`src/rtl/peripheral_spi.sv`:
```
// SPI master (mode 0, 8-bit, MSB first) on the J1 I/O bus: tx/rx/status/div/ctrl registers.
// Build option SPI_LOOPBACK_EN: MISO is taken from the internal MOSI instead of the spi_miso pin.
module peripheral_spi #(
    parameter int unsigned clk_freq    = 25000000,
    parameter logic [7:0]  default_div = 8'd12
) (
    input  logic        clk,
    input  logic        rst,
    input  logic [15:0] d_in,
    input  logic        cs,
    input  logic [3:0]  addr,
    input  logic        rd,
    input  logic        wr,
    output logic [15:0] d_out,
    output logic        spi_sck,
    output logic        spi_mosi,
    input  logic        spi_miso,
    output logic        spi_ss_n
);

    typedef enum logic [1:0] {S_IDLE, S_LOW, S_HIGH, S_DONE} state_t;

    state_t     r_state, w_state_nx;
    logic       r_busy, w_busy_nx;
    logic       r_ovr, w_ovr_nx;
    logic [7:0] r_rx, w_rx_nx;
    logic [7:0] r_shift, w_shift_nx;
    logic [7:0] r_div, w_div_nx;
    logic       r_ss_en, w_ss_en_nx;
    logic       r_sck, w_sck_nx;
    logic       r_mosi, w_mosi_nx;
    logic [2:0] r_bit, w_bit_nx;
    logic [7:0] r_cnt, w_cnt_nx;

    logic w_miso;
    logic w_unused;
    logic w_tick;
    logic w_wr_tx, w_wr_div, w_wr_ctrl, w_rd_stat;

`ifdef SPI_LOOPBACK_EN
    assign w_miso   = r_mosi;
    assign w_unused = &{1'b0, d_in[15:8], spi_miso, clk_freq[0]};
`else
    assign w_miso   = spi_miso;
    assign w_unused = &{1'b0, d_in[15:8], clk_freq[0]};
`endif

    assign w_wr_tx   = cs && wr && (addr == 4'h0);
    assign w_wr_div  = cs && wr && (addr == 4'h6);
    assign w_wr_ctrl = cs && wr && (addr == 4'h8);
    assign w_rd_stat = cs && rd && (addr == 4'h4);

    // Each SCK phase lasts div+1 clocks; the counter wraps when it reaches div.
    assign w_tick = (r_cnt == r_div);

    always_comb begin
        w_state_nx = r_state;
        w_busy_nx  = r_busy;
        w_rx_nx    = r_rx;
        w_shift_nx = r_shift;
        w_sck_nx   = r_sck;
        w_mosi_nx  = r_mosi;
        w_bit_nx   = r_bit;
        w_cnt_nx   = r_cnt;
        case (r_state)
            S_IDLE: begin
                if (w_wr_tx) begin
                    w_shift_nx = d_in[7:0];
                    w_bit_nx   = 3'd0;
                    w_cnt_nx   = 8'd0;
                    w_busy_nx  = 1'b1;
                    w_mosi_nx  = d_in[7];
                    w_state_nx = S_LOW;
                end
            end
            S_LOW: begin
                w_sck_nx = 1'b0;
                if (w_tick) begin
                    // Received bit enters at the LSB; the tx bits move up and out of [7].
                    w_cnt_nx   = 8'd0;
                    w_sck_nx   = 1'b1;
                    w_shift_nx = {r_shift[6:0], w_miso};
                    w_state_nx = S_HIGH;
                end else begin
                    w_cnt_nx = r_cnt + 8'd1;
                end
            end
            S_HIGH: begin
                w_sck_nx = 1'b1;
                if (w_tick) begin
                    w_cnt_nx = 8'd0;
                    w_sck_nx = 1'b0;
                    if (r_bit == 3'd7) begin
                        w_state_nx = S_DONE;
                    end else begin
                        w_mosi_nx  = r_shift[7];
                        w_bit_nx   = r_bit + 3'd1;
                        w_state_nx = S_LOW;
                    end
                end else begin
                    w_cnt_nx = r_cnt + 8'd1;
                end
            end
            S_DONE: begin
                w_rx_nx    = r_shift;
                w_busy_nx  = 1'b0;
                w_sck_nx   = 1'b0;
                w_state_nx = S_IDLE;
            end
            default: w_state_nx = S_IDLE;
        endcase
    end

    // A colliding start sets overrun even when the status read would clear it.
    always_comb begin
        w_ovr_nx = r_ovr;
        if (w_wr_tx && r_busy)
            w_ovr_nx = 1'b1;
        else if (w_rd_stat)
            w_ovr_nx = 1'b0;
        w_div_nx = r_div;
        if (w_wr_div && !r_busy)
            w_div_nx = d_in[7:0];
        w_ss_en_nx = r_ss_en;
        if (w_wr_ctrl)
            w_ss_en_nx = d_in[0];
    end

    always_ff @(posedge clk or posedge rst) begin
        if (rst) begin
            r_state <= S_IDLE;
            r_busy  <= 1'b0;
            r_ovr   <= 1'b0;
            r_rx    <= 8'h00;
            r_shift <= 8'h00;
            r_div   <= default_div;
            r_ss_en <= 1'b0;
            r_sck   <= 1'b0;
            r_mosi  <= 1'b0;
            r_bit   <= 3'd0;
            r_cnt   <= 8'd0;
        end else begin
            r_state <= w_state_nx;
            r_busy  <= w_busy_nx;
            r_ovr   <= w_ovr_nx;
            r_rx    <= w_rx_nx;
            r_shift <= w_shift_nx;
            r_div   <= w_div_nx;
            r_ss_en <= w_ss_en_nx;
            r_sck   <= w_sck_nx;
            r_mosi  <= w_mosi_nx;
            r_bit   <= w_bit_nx;
            r_cnt   <= w_cnt_nx;
        end
    end

    always_comb begin
        d_out = 16'h0000;
        if (cs && rd) begin
            case (addr)
                4'h2:    d_out = {8'h00, r_rx};
                4'h4:    d_out = {14'b0, r_ovr, r_busy};
                4'h6:    d_out = {8'h00, r_div};
                4'h8:    d_out = {15'b0, r_ss_en};
                default: d_out = 16'h0000;
            endcase
        end
    end

    assign spi_sck  = r_sck;
    assign spi_mosi = r_mosi;
    assign spi_ss_n = ~r_ss_en;

endmodule

```
`config.mk`:
```
export PLATFORM = sky130hd
export DESIGN_NAME = peripheral_spi
export DESIGN_NICKNAME = d
export VERILOG_FILES = /design/src/rtl/peripheral_spi.sv
export SDC_FILE = /design/constraint.sdc
export NUM_CORES = 1
export LEC_CHECK = 0
export CAP_MARGIN = 5
export CELL_PAD_IN_SITES_DETAIL_PLACEMENT = 1
export CELL_PAD_IN_SITES_GLOBAL_PLACEMENT = 2
export CORE_ASPECT_RATIO = 0.75
export CORE_UTILIZATION = 36
export DETAILED_ROUTE_END_ITERATION = 8
export GPL_TIMING_DRIVEN = 0
export PLACE_DENSITY_LB_ADDON = 0.1
export SKIP_LAST_GASP = 1
export SLEW_MARGIN = 25
export SYNTH_ARGS = -nofsm -noshare
export SYNTH_HDL_FRONTEND = slang
export SYNTH_SLANG_ARGS = --single-unit
```
`constraint.sdc`:
```
create_clock -name clk -period 3.9 [get_ports clk]
set_input_delay 0.78 -clock clk [delete_from_list [all_inputs] [get_ports clk]]
set_output_delay 0.78 -clock clk [all_outputs]
set_load 0.1 [all_outputs]
```
==> flow_metrics.tcl <==
set metrics [dict create \
    fin_skew_ns 0.01053 \
    syn-cell-area_um2 2651 \
    syn_avg_cell_area_um2 9.820 \
    final_nets 347 \
    hold_slack_ns 0.5115 \
    critPathArrivalTime_ns 2.92 \
    ios 45 \
    max-slew-margin-rel_pct 35.57 \
    synth_ff_type "dfrtp_1" \
    startpoint_type "input pin" \
    min_to "r_ss_en" \
    finalCritPeriodShare_pct 94.78 \
    num_vias 2265 \
    powerDensity_nw_per_um2 720.2 \
    numPortBuffers 28 \
    reg2reg_from "r_state[1]" \
    synth_cells 270 \
    drc_errors 0 \
    design_area_um2 3204 \
    cts.reportedPaths.clkPinSlew_ns 0.09 \
    cts-root-buf "clkbuf_8" \
    whs_path_depth 1 \
    path_class "input pin to primary output" \
    slew_violations 0 \
    wire_per_inst_um 17.76 \
    place_area_um2 3107 \
    fp.coreArea_um2 6962 \
    crit_buf_inv 2 \
    crit_path_end_kind "primary output" \
    die_y_um 76.32 \
    antenna_found_initial 0 \
    clkSinkCount 42 \
    cp_slowest_cell "clkdlybuf4s50_1" \
    total_leakage_power_nw 1.249 \
    crit_fanout 8 \
    async_flop_share_pct 100.0 \
    ys_seq_elements 42 \
    synth_cell_types 52 \
    worst_ep_required_time_ns 3.12 \
    synth_top_area_share_pct 37.75 \
    cts_tree "built" \
    dieWidth_um 101.1 \
    ys_seq_area_share_pct 39.74 \
    wirelength_um 7316 \
    cp_cell_sequence "clkdlybuf4s50_1 > nor2_1 > xnor2_1 > nand4b_1 > nor2_1 > clkdlybuf4s15_2" \
    hpwl_um 5562 \
    min_period_ns 3.696 \
    ant_nets 0 \
    dp_slack_ns -0.6960 \
    grt_max_degree 32 \
    peakVddDrop_mv 0.2470 \
    setup_slack_ns 0.2037 \
    grt_pass1_vias 2250 \
    hold_start "r_ss_en" \
    insertedDiodeCount 0 \
    outcome "finished clean" \
    fin_total_pwr_mw 2.308 \
    final-hold-violation-count 0 \
    drt-initial-drc-count 110 \
    layout_common_cells "dfrtp_1 (40), nand2_1 (23), clkdlybuf4s50_1 (20), mux2_2 (18), nor2_1 (15)" \
    hold_class "flop to flop" \
    final_common_cell "dfrtp_1" \
    grt_pass1_wl_um 12180 \
    max_stage_delay_ns 0.59 \
    final_cells 412 \
    synthTopCellsByArea "dfrtp_1 (38%), mux2_2 (7.6%), ha_1 (3.8%)" \
    initial_core_util_pct 38.08 \
    post-route-util_pct 46.03 \
    drive_gt1_share_pct 20.06 \
    crit_family "buffers and inverters" \
    regToRegEndpoint "r_shift[0]" \
    maxCapViolCount 0 \
    ctsHtreeMaxLevel 2 \
    grt_use_total_pct 20.52 \
    r2r.worst_path.cells 8 \
    dp.cells 404 \
    timing_worst_slew_pin_value_ns 0.9635 \
    grt_overflow_total 0 \
    routed_via_density 5.498 \
    core.rowCount 26 \
    synth.largest_area_cell "dfrtp_1" \
    place.gp.congestion 0.7712 \
    syn_to_final_growth_pct 20.86 \
    tns_ns 0 \
    cts_buffers 5 \
    grt_setup_unrepaired "false" \
    fp.dieArea_um2 7716 \
    firstDrtPassIters 4 \
    crit_top_cell "nor2_1" \
    clock_latency_ns 0.31 \
    final-setup-viol-count 0 \
    clockBufferDepth 2 \
    ff2ff_setup_slack_ns 1.44 \
    max_freq_mhz 270.5 \
    synth_edf_count 0 \
    yosysWarnings 0 \
]
## routing by layer
| layer | routed length, µm | vias up | global-route usage [%] |
|---|---|---|---|
| met5 | 0 | - | 0 |
| met4 | 59 | 0 | 4.348 |
| met3 | 344 | 7 | 4.404 |
| met2 | 3066 | 48 | 29.39 |
| met1 | 3845 | 1130 | 31.34 |
| li1 | - | 1080 | - |
## state kept, by name (all words and copies together), names as in the netlist
signal / flops
r_busy: 1
spi_mosi: 1
r_cnt: 8
r_ss_en: 1
r_rx: 8
r_state: 2
spi_sck: 1
r_shift: 8
r_ovr: 1
r_bit: 3
r_div: 8
## layout make-up
cell class / instances / area, µm²
Fill cell: 826 / 3757
Multi-Input combinational cell: 202 / 1468
Sequential cell: 42 / 1054
Timing Repair Buffer: 29 / 304.0
Buffer: 26 / 143.9
Tap cell: 98 / 122.6
Clock buffer: 6 / 72.57
Inverter: 7 / 26.28
Clock inverter: 2 / 13.76
## timing repair
| item | in CTS | in global routing |
|---|---|---|
| hold buffers | 0 | 0 |
| setup buffers | 0 | 0 |
| endpoints found under the setup margin | 8 | 6 |
| gates resized for setup | 25 | 3 |
## where the power goes
part	total (mW)	internal (mW)	switching, mW
Sequential	0.756	0.607	0.149
Combinational	1.26	0.467	0.794
Clock	0.290	0.127	0.164
## logic make-up after synthesis
group,count (synthesis),synth area share (%)
other,1,0.1414
adders and majority gates,8,3.776
DFF,42,39.74
muxes,19,8.023
buffers and inverters,33,6.418
xor gates and xnor gates,9,2.973
AOI/OAI and AO/OA,63,18.31
and+or+nand+nor,95,20.62
## cell usage after synthesis, types with 8 or more instances
library cell	count
dfrtp_1	40
nand2_1	23
nor2_1	16
a32o_1	8
nor4_1	9
buf_4	8
clkbuf_1	9
a21oi_1	10
ha_1	8
xnor2_1	9
o21ai_0	12
mux2_2	18
## worst max path at each step
stage / startpoint / end / depth (start not counted)
floorplan: addr[0] / d_out[1] / 4
global placement: addr[0] / d_out[0] / 6
detailed placement: addr[0] / d_out[0] / 6
CTS: addr[0] / d_out[0] / 6
global route: addr[1] / d_out[7] / 6
finish: addr[2] / d_out[2] / 6
Power figures use the tool's default switching activity.
